===== src/rtl/ddr5_cmd_responder_if.sv =====
// ddr5_cmd_responder_if: scheduler command bus plus read/write/error returns; DDR5_RESP_STATS_EN adds counters.
interface ddr5_cmd_responder_if;
  logic [3:0] cmd;
  logic [2:0] cmd_bg;
  logic [1:0] cmd_ba;
  logic [15:0] cmd_row;
  logic [9:0] cmd_col;
  logic rd_valid;
  logic [2:0] rd_bg;
  logic [1:0] rd_ba;
  logic [9:0] rd_col;
  logic wr_done;
  logic [2:0] wr_bg;
  logic [1:0] wr_ba;
  logic [9:0] wr_col;
  logic err_valid;
  logic [2:0] err_code;
  logic busy;
`ifdef DDR5_RESP_STATS_EN
  logic [31:0] rd_count, wr_count, err_count;
  modport master (
    output cmd, cmd_bg, cmd_ba, cmd_row, cmd_col,
    input rd_valid, rd_bg, rd_ba, rd_col, wr_done, wr_bg, wr_ba, wr_col, err_valid, err_code, busy,
    input rd_count, wr_count, err_count
  );
  modport slave (
    input cmd, cmd_bg, cmd_ba, cmd_row, cmd_col,
    output rd_valid, rd_bg, rd_ba, rd_col, wr_done, wr_bg, wr_ba, wr_col, err_valid, err_code, busy,
    output rd_count, wr_count, err_count
  );
`else
  modport master (
    output cmd, cmd_bg, cmd_ba, cmd_row, cmd_col,
    input rd_valid, rd_bg, rd_ba, rd_col, wr_done, wr_bg, wr_ba, wr_col, err_valid, err_code, busy
  );
  modport slave (
    input cmd, cmd_bg, cmd_ba, cmd_row, cmd_col,
    output rd_valid, rd_bg, rd_ba, rd_col, wr_done, wr_bg, wr_ba, wr_col, err_valid, err_code, busy
  );
`endif
endinterface


===== src/rtl/ddr5_cmd_responder.sv =====
// ddr5_cmd_responder: DDR5 bank-state responder with timing checks and read/write returns.
// Define DDR5_RESP_STATS_EN to add rd_count/wr_count/err_count.
module ddr5_cmd_responder #(
  parameter int TRCD = 39,
  parameter int TRP = 39,
  parameter int TRAS = 76,
  parameter int TRC = 115,
  parameter int TRFC = 295,
  parameter int TCL = 40,
  parameter int TCWD = 38,
  parameter int TBURST = 8
) (
  input logic clock,
  input logic reset,
  ddr5_cmd_responder_if.slave bus
);
  localparam int TWR = TCWD + TBURST;
  localparam logic [8:0] TRCD9 = 9'(TRCD);
  localparam logic [8:0] TRP9 = 9'(TRP);
  localparam logic [8:0] TRAS9 = 9'(TRAS);
  localparam logic [8:0] TRC9 = 9'(TRC);
  localparam logic [8:0] TRFC9 = 9'(TRFC);
  localparam logic [3:0] C_NULL = 4'd0, C_ACT0 = 4'd1, C_ACT1 = 4'd2, C_RD0 = 4'd3, C_RD1 = 4'd4;
  localparam logic [3:0] C_WR0 = 4'd5, C_WR1 = 4'd6, C_PRE = 4'd7, C_REF = 4'd8;
  typedef enum logic [1:0] {IDLE, WAIT_ACT1, WAIT_RD1, WAIT_WR1} state_t;
  state_t state, state_nx;
  logic [31:0] bank_open, open_nx;
  logic [31:0][8:0] act_age, pre_age, act_nx, pre_nx;
  logic [15:0] open_row_unused [32];
  logic [8:0] busy_cnt;
  logic [2:0] l_bg;
  logic [1:0] l_ba;
  logic [15:0] l_row;
  logic [4:0] bank;
  logic [8:0] aa, pa;
  logic is_open, match, rdwr0;
  logic do_act1, do_rd, do_wr, do_pre, do_ref;
  logic [7:1] f;
  logic [2:0] code;
  logic [TCL-1:0][15:0] rd_line;
  logic [TWR-1:0][15:0] wr_line;
  assign bank = {bus.cmd_bg, bus.cmd_ba};
  assign aa = act_age[bank];
  assign pa = pre_age[bank];
  assign is_open = bank_open[bank];
  assign match = bus.cmd_bg == l_bg && bus.cmd_ba == l_ba;
  assign rdwr0 = bus.cmd == C_RD0 || bus.cmd == C_WR0;
  assign bus.busy = busy_cnt != '0;
  assign {bus.rd_valid, bus.rd_bg, bus.rd_ba, bus.rd_col} = rd_line[TCL-1];
  assign {bus.wr_done, bus.wr_bg, bus.wr_ba, bus.wr_col} = wr_line[TWR-1];
  always_comb begin
    state_nx = IDLE;
    f = '0;
    do_act1 = 1'b0;
    do_rd = 1'b0;
    do_wr = 1'b0;
    do_pre = 1'b0;
    do_ref = 1'b0;
    if (state != IDLE) begin
      do_act1 = state == WAIT_ACT1 && bus.cmd == C_ACT1 && match && bus.cmd_row == l_row;
      do_rd = state == WAIT_RD1 && bus.cmd == C_RD1 && match;
      do_wr = state == WAIT_WR1 && bus.cmd == C_WR1 && match;
      f[1] = !(do_act1 || do_rd || do_wr);
    end else begin
      f[1] = bus.cmd > C_REF || bus.cmd == C_ACT1 || bus.cmd == C_RD1 || bus.cmd == C_WR1;
      f[2] = bus.cmd == C_ACT0 && is_open;
      f[3] = rdwr0 && !is_open;
      f[4] = rdwr0 && aa < TRCD9;
      f[5] = bus.cmd == C_ACT0 && (pa < TRP9 || aa < TRC9);
      f[6] = bus.cmd == C_PRE && is_open && aa < TRAS9;
      f[7] = (bus.busy && bus.cmd != C_NULL) || (bus.cmd == C_REF && |bank_open);
      if (f == '0) begin
        state_nx = bus.cmd == C_ACT0 ? WAIT_ACT1 : bus.cmd == C_RD0 ? WAIT_RD1 : bus.cmd == C_WR0 ? WAIT_WR1 : IDLE;
        do_pre = bus.cmd == C_PRE && is_open;
        do_ref = bus.cmd == C_REF;
      end
    end
    code = f[1] ? 3'd1 : f[2] ? 3'd2 : f[3] ? 3'd3 : f[4] ? 3'd4 : f[5] ? 3'd5 : f[6] ? 3'd6 : f[7] ? 3'd7 : 3'd0;
  end
  // ages restart at 1 so that in cycle c the stored value equals c minus the command cycle
  for (genvar g = 0; g < 32; g++) begin : g_bank
    assign act_nx[g] = do_act1 && bank == 5'(g) ? 9'd1 : act_age[g] + 9'(act_age[g] != '1);
    assign pre_nx[g] = do_pre && bank == 5'(g) ? 9'd1 : pre_age[g] + 9'(pre_age[g] != '1);
    assign open_nx[g] = bank == 5'(g) ? (bank_open[g] | do_act1) & ~do_pre : bank_open[g];
  end
  always_ff @(posedge clock)
    if (reset) begin
      state <= IDLE;
      bank_open <= '0;
      act_age <= '1;
      pre_age <= '1;
      busy_cnt <= '0;
      rd_line <= '0;
      wr_line <= '0;
      bus.err_valid <= 1'b0;
      bus.err_code <= '0;
    end else begin
      state <= state_nx;
      bank_open <= open_nx;
      act_age <= act_nx;
      pre_age <= pre_nx;
      busy_cnt <= do_ref ? TRFC9 : busy_cnt - 9'(bus.busy);
      rd_line <= {rd_line[TCL-2:0], do_rd, do_rd ? {bus.cmd_bg, bus.cmd_ba, bus.cmd_col} : 15'd0};
      wr_line <= {wr_line[TWR-2:0], do_wr, do_wr ? {bus.cmd_bg, bus.cmd_ba, bus.cmd_col} : 15'd0};
      bus.err_valid <= code != '0;
      bus.err_code <= code;
    end
  always_ff @(posedge clock) begin
    if (state == IDLE) begin
      l_bg <= bus.cmd_bg;
      l_ba <= bus.cmd_ba;
      l_row <= bus.cmd_row;
    end
    if (do_act1) open_row_unused[bank] <= l_row;
  end
`ifdef DDR5_RESP_STATS_EN
  always_ff @(posedge clock)
    if (reset) begin
      bus.rd_count <= '0;
      bus.wr_count <= '0;
      bus.err_count <= '0;
    end else begin
      bus.rd_count <= bus.rd_count + 32'(do_rd);
      bus.wr_count <= bus.wr_count + 32'(do_wr);
      bus.err_count <= bus.err_count + 32'(bus.err_valid);
    end
`endif
endmodule


===== src/flat_wrapper.sv =====
// flat-port wrapper written by rule: the top's interface ports become plain ports
module ddr5_cmd_responder_flat 
#(
  parameter int TRCD = 39,
  parameter int TRP = 39,
  parameter int TRAS = 76,
  parameter int TRC = 115,
  parameter int TRFC = 295,
  parameter int TCL = 40,
  parameter int TCWD = 38,
  parameter int TBURST = 8
)
  (clock, reset, bus_cmd, bus_cmd_bg, bus_cmd_ba, bus_cmd_row, bus_cmd_col, bus_rd_valid, bus_rd_bg, bus_rd_ba, bus_rd_col, bus_wr_done, bus_wr_bg, bus_wr_ba, bus_wr_col, bus_err_valid, bus_err_code, bus_busy);
  ddr5_cmd_responder_if bus_i ();
  input logic clock;
  input logic reset;
  input wire logic [$bits(bus_i.cmd)-1:0] bus_cmd;
  input wire logic [$bits(bus_i.cmd_bg)-1:0] bus_cmd_bg;
  input wire logic [$bits(bus_i.cmd_ba)-1:0] bus_cmd_ba;
  input wire logic [$bits(bus_i.cmd_row)-1:0] bus_cmd_row;
  input wire logic [$bits(bus_i.cmd_col)-1:0] bus_cmd_col;
  output wire logic [$bits(bus_i.rd_valid)-1:0] bus_rd_valid;
  output wire logic [$bits(bus_i.rd_bg)-1:0] bus_rd_bg;
  output wire logic [$bits(bus_i.rd_ba)-1:0] bus_rd_ba;
  output wire logic [$bits(bus_i.rd_col)-1:0] bus_rd_col;
  output wire logic [$bits(bus_i.wr_done)-1:0] bus_wr_done;
  output wire logic [$bits(bus_i.wr_bg)-1:0] bus_wr_bg;
  output wire logic [$bits(bus_i.wr_ba)-1:0] bus_wr_ba;
  output wire logic [$bits(bus_i.wr_col)-1:0] bus_wr_col;
  output wire logic [$bits(bus_i.err_valid)-1:0] bus_err_valid;
  output wire logic [$bits(bus_i.err_code)-1:0] bus_err_code;
  output wire logic [$bits(bus_i.busy)-1:0] bus_busy;
  assign bus_i.cmd = bus_cmd;
  assign bus_i.cmd_bg = bus_cmd_bg;
  assign bus_i.cmd_ba = bus_cmd_ba;
  assign bus_i.cmd_row = bus_cmd_row;
  assign bus_i.cmd_col = bus_cmd_col;
  assign bus_rd_valid = bus_i.rd_valid;
  assign bus_rd_bg = bus_i.rd_bg;
  assign bus_rd_ba = bus_i.rd_ba;
  assign bus_rd_col = bus_i.rd_col;
  assign bus_wr_done = bus_i.wr_done;
  assign bus_wr_bg = bus_i.wr_bg;
  assign bus_wr_ba = bus_i.wr_ba;
  assign bus_wr_col = bus_i.wr_col;
  assign bus_err_valid = bus_i.err_valid;
  assign bus_err_code = bus_i.err_code;
  assign bus_busy = bus_i.busy;
  ddr5_cmd_responder #(.TRCD(TRCD), .TRP(TRP), .TRAS(TRAS), .TRC(TRC), .TRFC(TRFC), .TCL(TCL), .TCWD(TCWD), .TBURST(TBURST)) u_core (.clock(clock), .reset(reset), .bus(bus_i));
endmodule

===== config.mk =====
export PLATFORM = sky130hd
export DESIGN_NAME = ddr5_cmd_responder_flat
export DESIGN_NICKNAME = d
export VERILOG_FILES = /design/src/rtl/ddr5_cmd_responder_if.sv /design/src/rtl/ddr5_cmd_responder.sv /design/src/flat_wrapper.sv
export SDC_FILE = /design/constraint.sdc
export NUM_CORES = 2
export LEC_CHECK = 0
export ABC_AREA = 1
export BUFFER_PORTS_ARGS = -buffer_cell sky130_fd_sc_hd__buf_2
export CAP_MARGIN = 40
export CORE_ASPECT_RATIO = 0.6
export CORE_MARGIN = 5
export CORE_UTILIZATION = 60
export CTS_CLUSTER_SIZE = 14
export DETAILED_ROUTE_END_ITERATION = 10
export HOLD_SLACK_MARGIN = 0.15
export PLACE_DENSITY = 0.82
export SYNTH_ARGS = -nofsm -noshare
export SYNTH_HDL_FRONTEND = slang
export SYNTH_SLANG_ARGS = --single-unit
export TNS_END_PERCENT = 50

===== constraint.sdc =====
create_clock -name clock -period 3.8 [get_ports clock]
set_clock_uncertainty 0.2 [all_clocks]
set_input_delay 0.57 -clock clock [delete_from_list [all_inputs] [get_ports clock]]
set_output_delay 0.57 -clock clock [all_outputs]
set_load 0.02 [all_outputs]

After elaboration in Yosys (flattened, before gate mapping)
Cells that the tools add are included.
- register bits: 2020
- bits in latches: 0
- bits in writable memories: 0
- bits in read-only memories: 0
- input bits: 37
- output and inout port bits: 37
- logic and storage cells: 762
- memories kept: 0
- add/subtract/negate cells: 65
- $mul: 0
- div/mod/pow operators: 0
- order comparisons: 6
- eq/ne operators: 109
- shift operators: 0
- muxes and demuxes: 90
- bitwise logic cells: 68
- reduce and logical (&&, ||, !) cells: 167
- operators by type and width (kind ; number):
    $mux W9 ; 67
    $add A9 B1 Y9 ; 64
    $ne A9 B9 Y1 const B ; 64
    $reduce_or A2 Y1 ; 67
    $bmux W9 S5 ; 2
    $eq A5 B5 Y1 const B ; 16
    $logic_and A1 B1 Y1 ; 80
    $eq A5 B4 Y1 const B ; 8
    $and A1 B1 Y1 ; 32
    $or A1 B1 Y1 ; 32
    $reduce_or A32 Y1 ; 1
    $mux W3 ; 7
    $eq A5 B3 Y1 const B ; 4
    $lt A9 B6 Y1 const B ; 2
    $lt A9 B7 Y1 const B ; 2
    $eq A16 B16 Y1 ; 1
    $eq A4 B3 Y1 const B ; 4
    $eq A5 B2 Y1 const B ; 2
    $mux W1 ; 10
    $reduce_bool A9 Y1 ; 1
    $sub A9 B1 Y9 ; 1
    $eq A4 B2 Y1 const B ; 2
    $logic_or A1 B1 Y1 ; 8
    $logic_not A7 Y1 ; 1
    other kinds (21) ; 27

Logic depth before layout (Yosys ltp)
- depth in word-level cells: 14
- depth in mapped cells: 26
- mapped depth without buffers: 23

Worst setup path after synthesis
Ideal clock, no wire load.
- path type: in2reg
- start: input bus_cmd_ba[0]
- end: register u_core.pre_age[280] (netlist name)
- setup time: 126 ps
- arrival time: 2630 ps
- required time: 3474 ps
- path slack: 845 ps
- stages: 16
- path buffers: 6
- cell sequence: buf_4 > buf_6 > nand2_2 > buf_4 > buf_4 > o22ai_1 > o21ai_0 > nand3_1 > nand3_1 > nor2_1 > a21oi_2 > nand4_2 > buf_6 > buf_6 > o21ai_1 > nand2_1
- cells in the longest elaborated chain, start to end: 10
- elaborated cells on any way between the ends: 24
- classes of those cells: 4 x order compare; 1 x eq/ne; 9 x mux; 10 x reduce/logical
- ends and longest elaborated chain (what ; line ; text):
    start: declaration ; flat_wrapper.sv:19 ; input wire logic [$bits(bus_i.cmd_ba)-1:0] bus_cmd_ba;
    $bmux W9 S5 (on tied branches) ; ddr5_cmd_responder.sv:44, ddr5_cmd_responder.sv:43 ;
    $mux W9 (on tied branches) ; ddr5_cmd_responder.sv:44, ddr5_cmd_responder.sv:43 ;
    $lt A9 B6 Y1 / $lt A9 B7 Y1 (equally long branches) ; ddr5_cmd_responder.sv:69 ; f[5] = bus.cmd == C_ACT0 && (pa < TRP9 || aa < TRC9);
    $logic_or A1 B1 Y1 ; ddr5_cmd_responder.sv:69 ;
    $logic_and A1 B1 Y1 ; ddr5_cmd_responder.sv:69 ;
    $logic_not A7 Y1 ; ddr5_cmd_responder.sv:72 ; if (f == '0) begin
    $mux W1 ; ddr5_cmd_responder.sv:72 ;
    $mux W1 ; ddr5_cmd_responder.sv:59 ; if (state != IDLE) begin
    $logic_and A1 B1 Y1 * ; ddr5_cmd_responder.sv:83 ; assign pre_nx[g] = do_pre && bank == 5'(g) ? 9'd1 : pre_age[g] + 9'(pre_age[g] != '1);
    $mux W9 * ; ddr5_cmd_responder.sv:83 ;
    end signal: assignment ; ddr5_cmd_responder.sv:101 ; pre_age <= pre_nx;
    end: declaration ; ddr5_cmd_responder.sv:28 ; logic [31:0][8:0] act_age, pre_age, act_nx, pre_nx;
Mark *: on every way between the ends. The rest lies on a longest branch, timed or not. The select of a mux whose other input is x is not followed.
A chain may end at the register's enable or synchronous reset.

Worst setup path after layout
- start: register u_core.bank_open[19]
- end: register u_core.pre_age[223] (netlist name)
- cells in the longest elaborated chain, start to end: 9
- elaborated cells on any way between the ends: 15
- classes of those cells: 5 x mux; 10 x reduce/logical
- ends and longest elaborated chain (what ; line ; text):
    start: declaration ; ddr5_cmd_responder.sv:27 ; logic [31:0] bank_open, open_nx;
    start signal: assignment ; ddr5_cmd_responder.sv:99 ; bank_open <= open_nx;
    $bmux W1 S5 ; ddr5_cmd_responder.sv:45 ; assign is_open = bank_open[bank];
    $mux W1 (implied by the code) ; ddr5_cmd_responder.sv:45 ;
    $logic_not A1 Y1 / $logic_and A1 B1 Y1 (equally long branches) ; ddr5_cmd_responder.sv:67, ddr5_cmd_responder.sv:70, ddr5_cmd_responder.sv:74 ;
    $logic_and A1 B1 Y1 (on tied branches) ; ddr5_cmd_responder.sv:67, ddr5_cmd_responder.sv:70 ;
    $logic_not A7 Y1 ; ddr5_cmd_responder.sv:72 ;
    $mux W1 * ; ddr5_cmd_responder.sv:72 ;
    $mux W1 * ; ddr5_cmd_responder.sv:59 ;
    $logic_and A1 B1 Y1 * ; ddr5_cmd_responder.sv:83 ;
    $mux W9 * ; ddr5_cmd_responder.sv:83 ;
Marked as above.

==> impl_metrics.env <==
export IMPL_post_dp_hpwl_um=116000
export IMPL_startpoint_type="flop"
export IMPL_htree_levels=4
export IMPL_max_slew_margin_pct=49.1
export IMPL_cp_arrival_ns=3.90
export IMPL_synth_avg_cell_area_um2=8.13
export IMPL_worst_setup_path_type="flop to flop"
export IMPL_routabilityCongestion=1.08
export IMPL_grt_pass1_vias=50300
export IMPL_via_per_inst=5.02
export IMPL_area_growth_pct=11.5
export IMPL_die_w_um=459
export IMPL_min_path_type="flop to flop"
export IMPL_cts_root_buf="clkbuf_16"
export IMPL_vias=53900
export IMPL_peakVddDrop_mv=0.560
export IMPL_holdBufCountCts=37
export IMPL_drtAntennaViolNets=0
export IMPL_fmax_ghz=0.291
export IMPL_hold_viol=0
export IMPL_dr_first_iter_drc_count=5724
export IMPL_slowest_delay_ns=0.40
export IMPL_syn_num_nets=9094
export IMPL_die_y_um=279
export IMPL_ctsResizeCount=0
export IMPL_cts_buffers=174
export IMPL_io_pin_count=74
export IMPL_path_clk_slew_ns=0.06
export IMPL_track_usage_pct=26.1
export IMPL_power_mw=60.7
export IMPL_drt_drc_violations_left=0
export IMPL_crit_top_cell="nand3_1"
export IMPL_maxCapViolCount=0
export IMPL_maxSlewViolCount=0
export IMPL_tightest_slew_ns=0.764
export IMPL_dr_pass1_iters=7
export IMPL_synth_cell_types=41
export IMPL_path_cells="inv_1, nand3_1, nor3_1, nand3_1, nor2_1, o21ai_0, nor2_1, nand3_1, a21oi_2, nand4_4, buf_12, nor2_4, o21ai_0"
export IMPL_rows=98
export IMPL_wl_per_cell_um=15.8
export IMPL_cts_tree="yes"
export IMPL_clock_latency_ns=0.81
export IMPL_cts_sinks=2020
export IMPL_worstPathMaxFanout=27
export IMPL_fin_tns_setup_ns=0
export IMPL_dpl_cell_area_mm2=0.0752
export IMPL_syn_cell_area_mm2=0.0726
export IMPL_rsz0062_at_grt="false"
export IMPL_outcome="finished, final reports clean"
export IMPL_drive_above_1_share_pct=5.90
export IMPL_grt_max_degree=181
export IMPL_cts_max_path_buffers=3
export IMPL_die_area_mm2=0.128
export IMPL_period_needed_ns=3.43
export IMPL_wl_um=169000
export IMPL_yosys_warnings=0
export IMPL_stdcell_area_mm2=0.0810
export IMPL_nets=9200
export IMPL_start_util_pct=60.7
export IMPL_grt_pass1_wl_um=269000
export IMPL_cts_setup_buffers=0
export IMPL_cellLeakagePower_nw=34.1
export IMPL_power_density_mw_per_mm2=749
export IMPL_syn_inst=8927
export IMPL_slowest_stage="nor3_1"
export IMPL_port_buffers=73
export IMPL_ys_ff_latch=2020
export IMPL_core_area_mm2=0.120
export IMPL_endpoint_kind="flop"
export IMPL_antenna_found_initial=6
export IMPL_period_share_pct=90.4
export IMPL_critPathRequiredTime_ns=4.26
export IMPL_setup_violations=0
export IMPL_ys_seq_area_share_pct=56.0
export IMPL_grt_ovfl_total=0
==> placed cells by master, fill, tap and decap left out, types with 3 or more instances in the layout <==
master	count
clkinv_2	15
buf_12	38
clkinv_16	9
inv_1	1717
nor4_1	13
o31ai_1	11
nand2_2	4
a22oi_1	36
or2_2	15
buf_4	127
clkbuf_8	23
dlygate4sd3_1	37
o22ai_1	17
dfxtp_1	1999
o21ai_1	53
edfxtp_1	21
nor2_2	4
xor2_1	334
nand3_1	225
nand3b_1	43
xnor2_1	116
buf_2	71
or4_1	4
a21oi_1	36
bufinv_16	6
ha_1	130
clkbuf_16	175
clkinvlp_4	3
clkbuf_1	26
nor2_4	35
nand2_1	1190
o21ai_0	529
nor2_1	1762
nor3_1	111
nand4_1	162
==> path summary, 6_finish.rpt <==
path | startpoint | endpoint | slack, ns | cells after the start
max | u_core.bank_open[19] | u_core.pre_age[223] | 0.37 | 13
min | u_core.rd_line[349] | u_core.rd_line[365] | 0.18 | 2
max reg2reg | u_core.bank_open[19] | u_core.pre_age[223] | 0.37 | 13
min reg2reg | u_core.rd_line[349] | u_core.rd_line[365] | 0.18 | 2
==> cell families (layout without fill, tap and decap cells) <==
logic type | Yosys count | after routing | synth area share [%]
other | 0 | 1 | 0
DFF | 2020 | 2020 | 56.0
and+or+nand+nor | 3573 | 3573 | 20.3
xor gates and xnor gates | 450 | 450 | 5.43
buffers and inverters | 2067 | 2259 | 11.0
adders and majority gates | 130 | 130 | 2.24
AOI/OAI and AO/OA | 687 | 687 | 4.94
==> critical path, delay by kind of cell (launching register included) <==
| kind | cells | cell delay, ns |
|---|---|---|
| AND/OR/NAND/NOR | 8 | 1.64 |
| buffers and inverters | 2 | 0.57 |
| flip-flops | 1 | 0.30 |
| AO/OA/AOI/OAI | 3 | 0.59 |
==> power breakdown <==
group / leakage [nW] / internal [mW] / switching, mW
combinational: 15.0 / 7.04 / 8.75
sequential: 16.5 / 24.0 / 3.89
clock: 2.63 / 9.30 / 7.69
==> synthesized netlist by cell type <==
| cell | number | area, um^2 |
|---|---|---|
| edfxtp_1 | 21 | 631 |
| inv_1 | 1718 | 6450 |
| buf_4 | 41 | 308 |
| inv_4 | 1 | 6.26 |
| a22oi_1 | 36 | 270 |
| o22ai_1 | 17 | 106 |
| or2_2 | 15 | 93.8 |
| ha_1 | 130 | 1630 |
| nand2_2 | 4 | 25.0 |
| buf_6 | 6 | 67.6 |
| xor2_1 | 334 | 2930 |
| buf_2 | 45 | 225 |
| nand4_2 | 1 | 12.5 |
| and2_1 | 2 | 12.5 |
| a21oi_1 | 36 | 180 |
| o21ai_0 | 529 | 2650 |
| o21bai_1 | 1 | 7.51 |
| clkinv_1 | 1 | 3.75 |
| dfxtp_1 | 1999 | 40000 |
| a31oi_1 | 1 | 6.26 |
| o21ai_1 | 53 | 265 |
| o31ai_1 | 11 | 82.6 |
| a21oi_2 | 1 | 8.76 |
| nand2_1 | 1190 | 4470 |
| o211ai_1 | 1 | 7.51 |
| clkbuf_1 | 246 | 923 |
| nand3b_1 | 43 | 323 |
| inv_2 | 2 | 7.51 |
| or4_1 | 4 | 30.0 |
| nand3_1 | 225 | 1130 |
| nand4_1 | 162 | 1010 |
| xnor2_1 | 116 | 1020 |
| a21boi_0 | 1 | 7.51 |
| buf_1 | 7 | 26.3 |
| nor4_1 | 13 | 81.3 |
| and3_1 | 1 | 6.26 |
| nor2_2 | 3 | 18.8 |
| nand2_4 | 1 | 11.3 |
| nor2_4 | 33 | 372 |
| nor2_1 | 1765 | 6630 |
| nor3_1 | 111 | 556 |
==> stage by stage <==
step	setup slack (ns)	std cells	util, %	hold slack (ns)
2_1_floorplan	0.845	8927	-	0.188
3_3_place_gp	0.0368	10400	62.8	0.188
3_5_place_dp	0.0747	10400	62.8	0.192
4_1_cts	0.540	10700	67.7	0.174
5_1_grt	0.276	10700	67.7	0.193
6_report	0.365	10700	67.7	0.176
==> registers in the layout (all words and copies together), names as in the netlist <==
name	cells
u_core.act_age	288
u_core.pre_age	288
u_core.rd_line	624
u_core.bus.wr_done	1
u_core.bus.err_code	3
u_core.l_bg	3
u_core.bus.rd_ba	2
u_core.l_row	16
u_core.bus.err_valid	1
u_core.bus.wr_ba	2
u_core.bank_open	32
u_core.bus.rd_valid	1
u_core.wr_line	720
u_core.busy_cnt	9
u_core.bus.rd_bg	3
u_core.l_ba	2
u_core.bus.rd_col	10
u_core.state	2
u_core.bus.wr_col	10
u_core.bus.wr_bg	3
==> area by class of cell <==
cell class | instances | area [um^2]
inverters | 1722 | 6470
fillers | 9335 | 38700
clock inverters | 38 | 609
well taps | 1600 | 2000
repair buffers | 275 | 2480
diodes | 1 | 2.50
clock buffers | 224 | 4790
multi-input cells | 4840 | 24000
flip-flops and latches | 2020 | 40600
==> routing by layer <==
layer	vias to the layer above	track usage (%)	part of all wire (%)
met5	-	0.879	0.12
met4	8	7.69	2.6
met3	372	9.50	13
met2	2253	36.2	39
met1	24400	37.8	45
li1	26900	-	-
(Power assumes the default switching activity.)
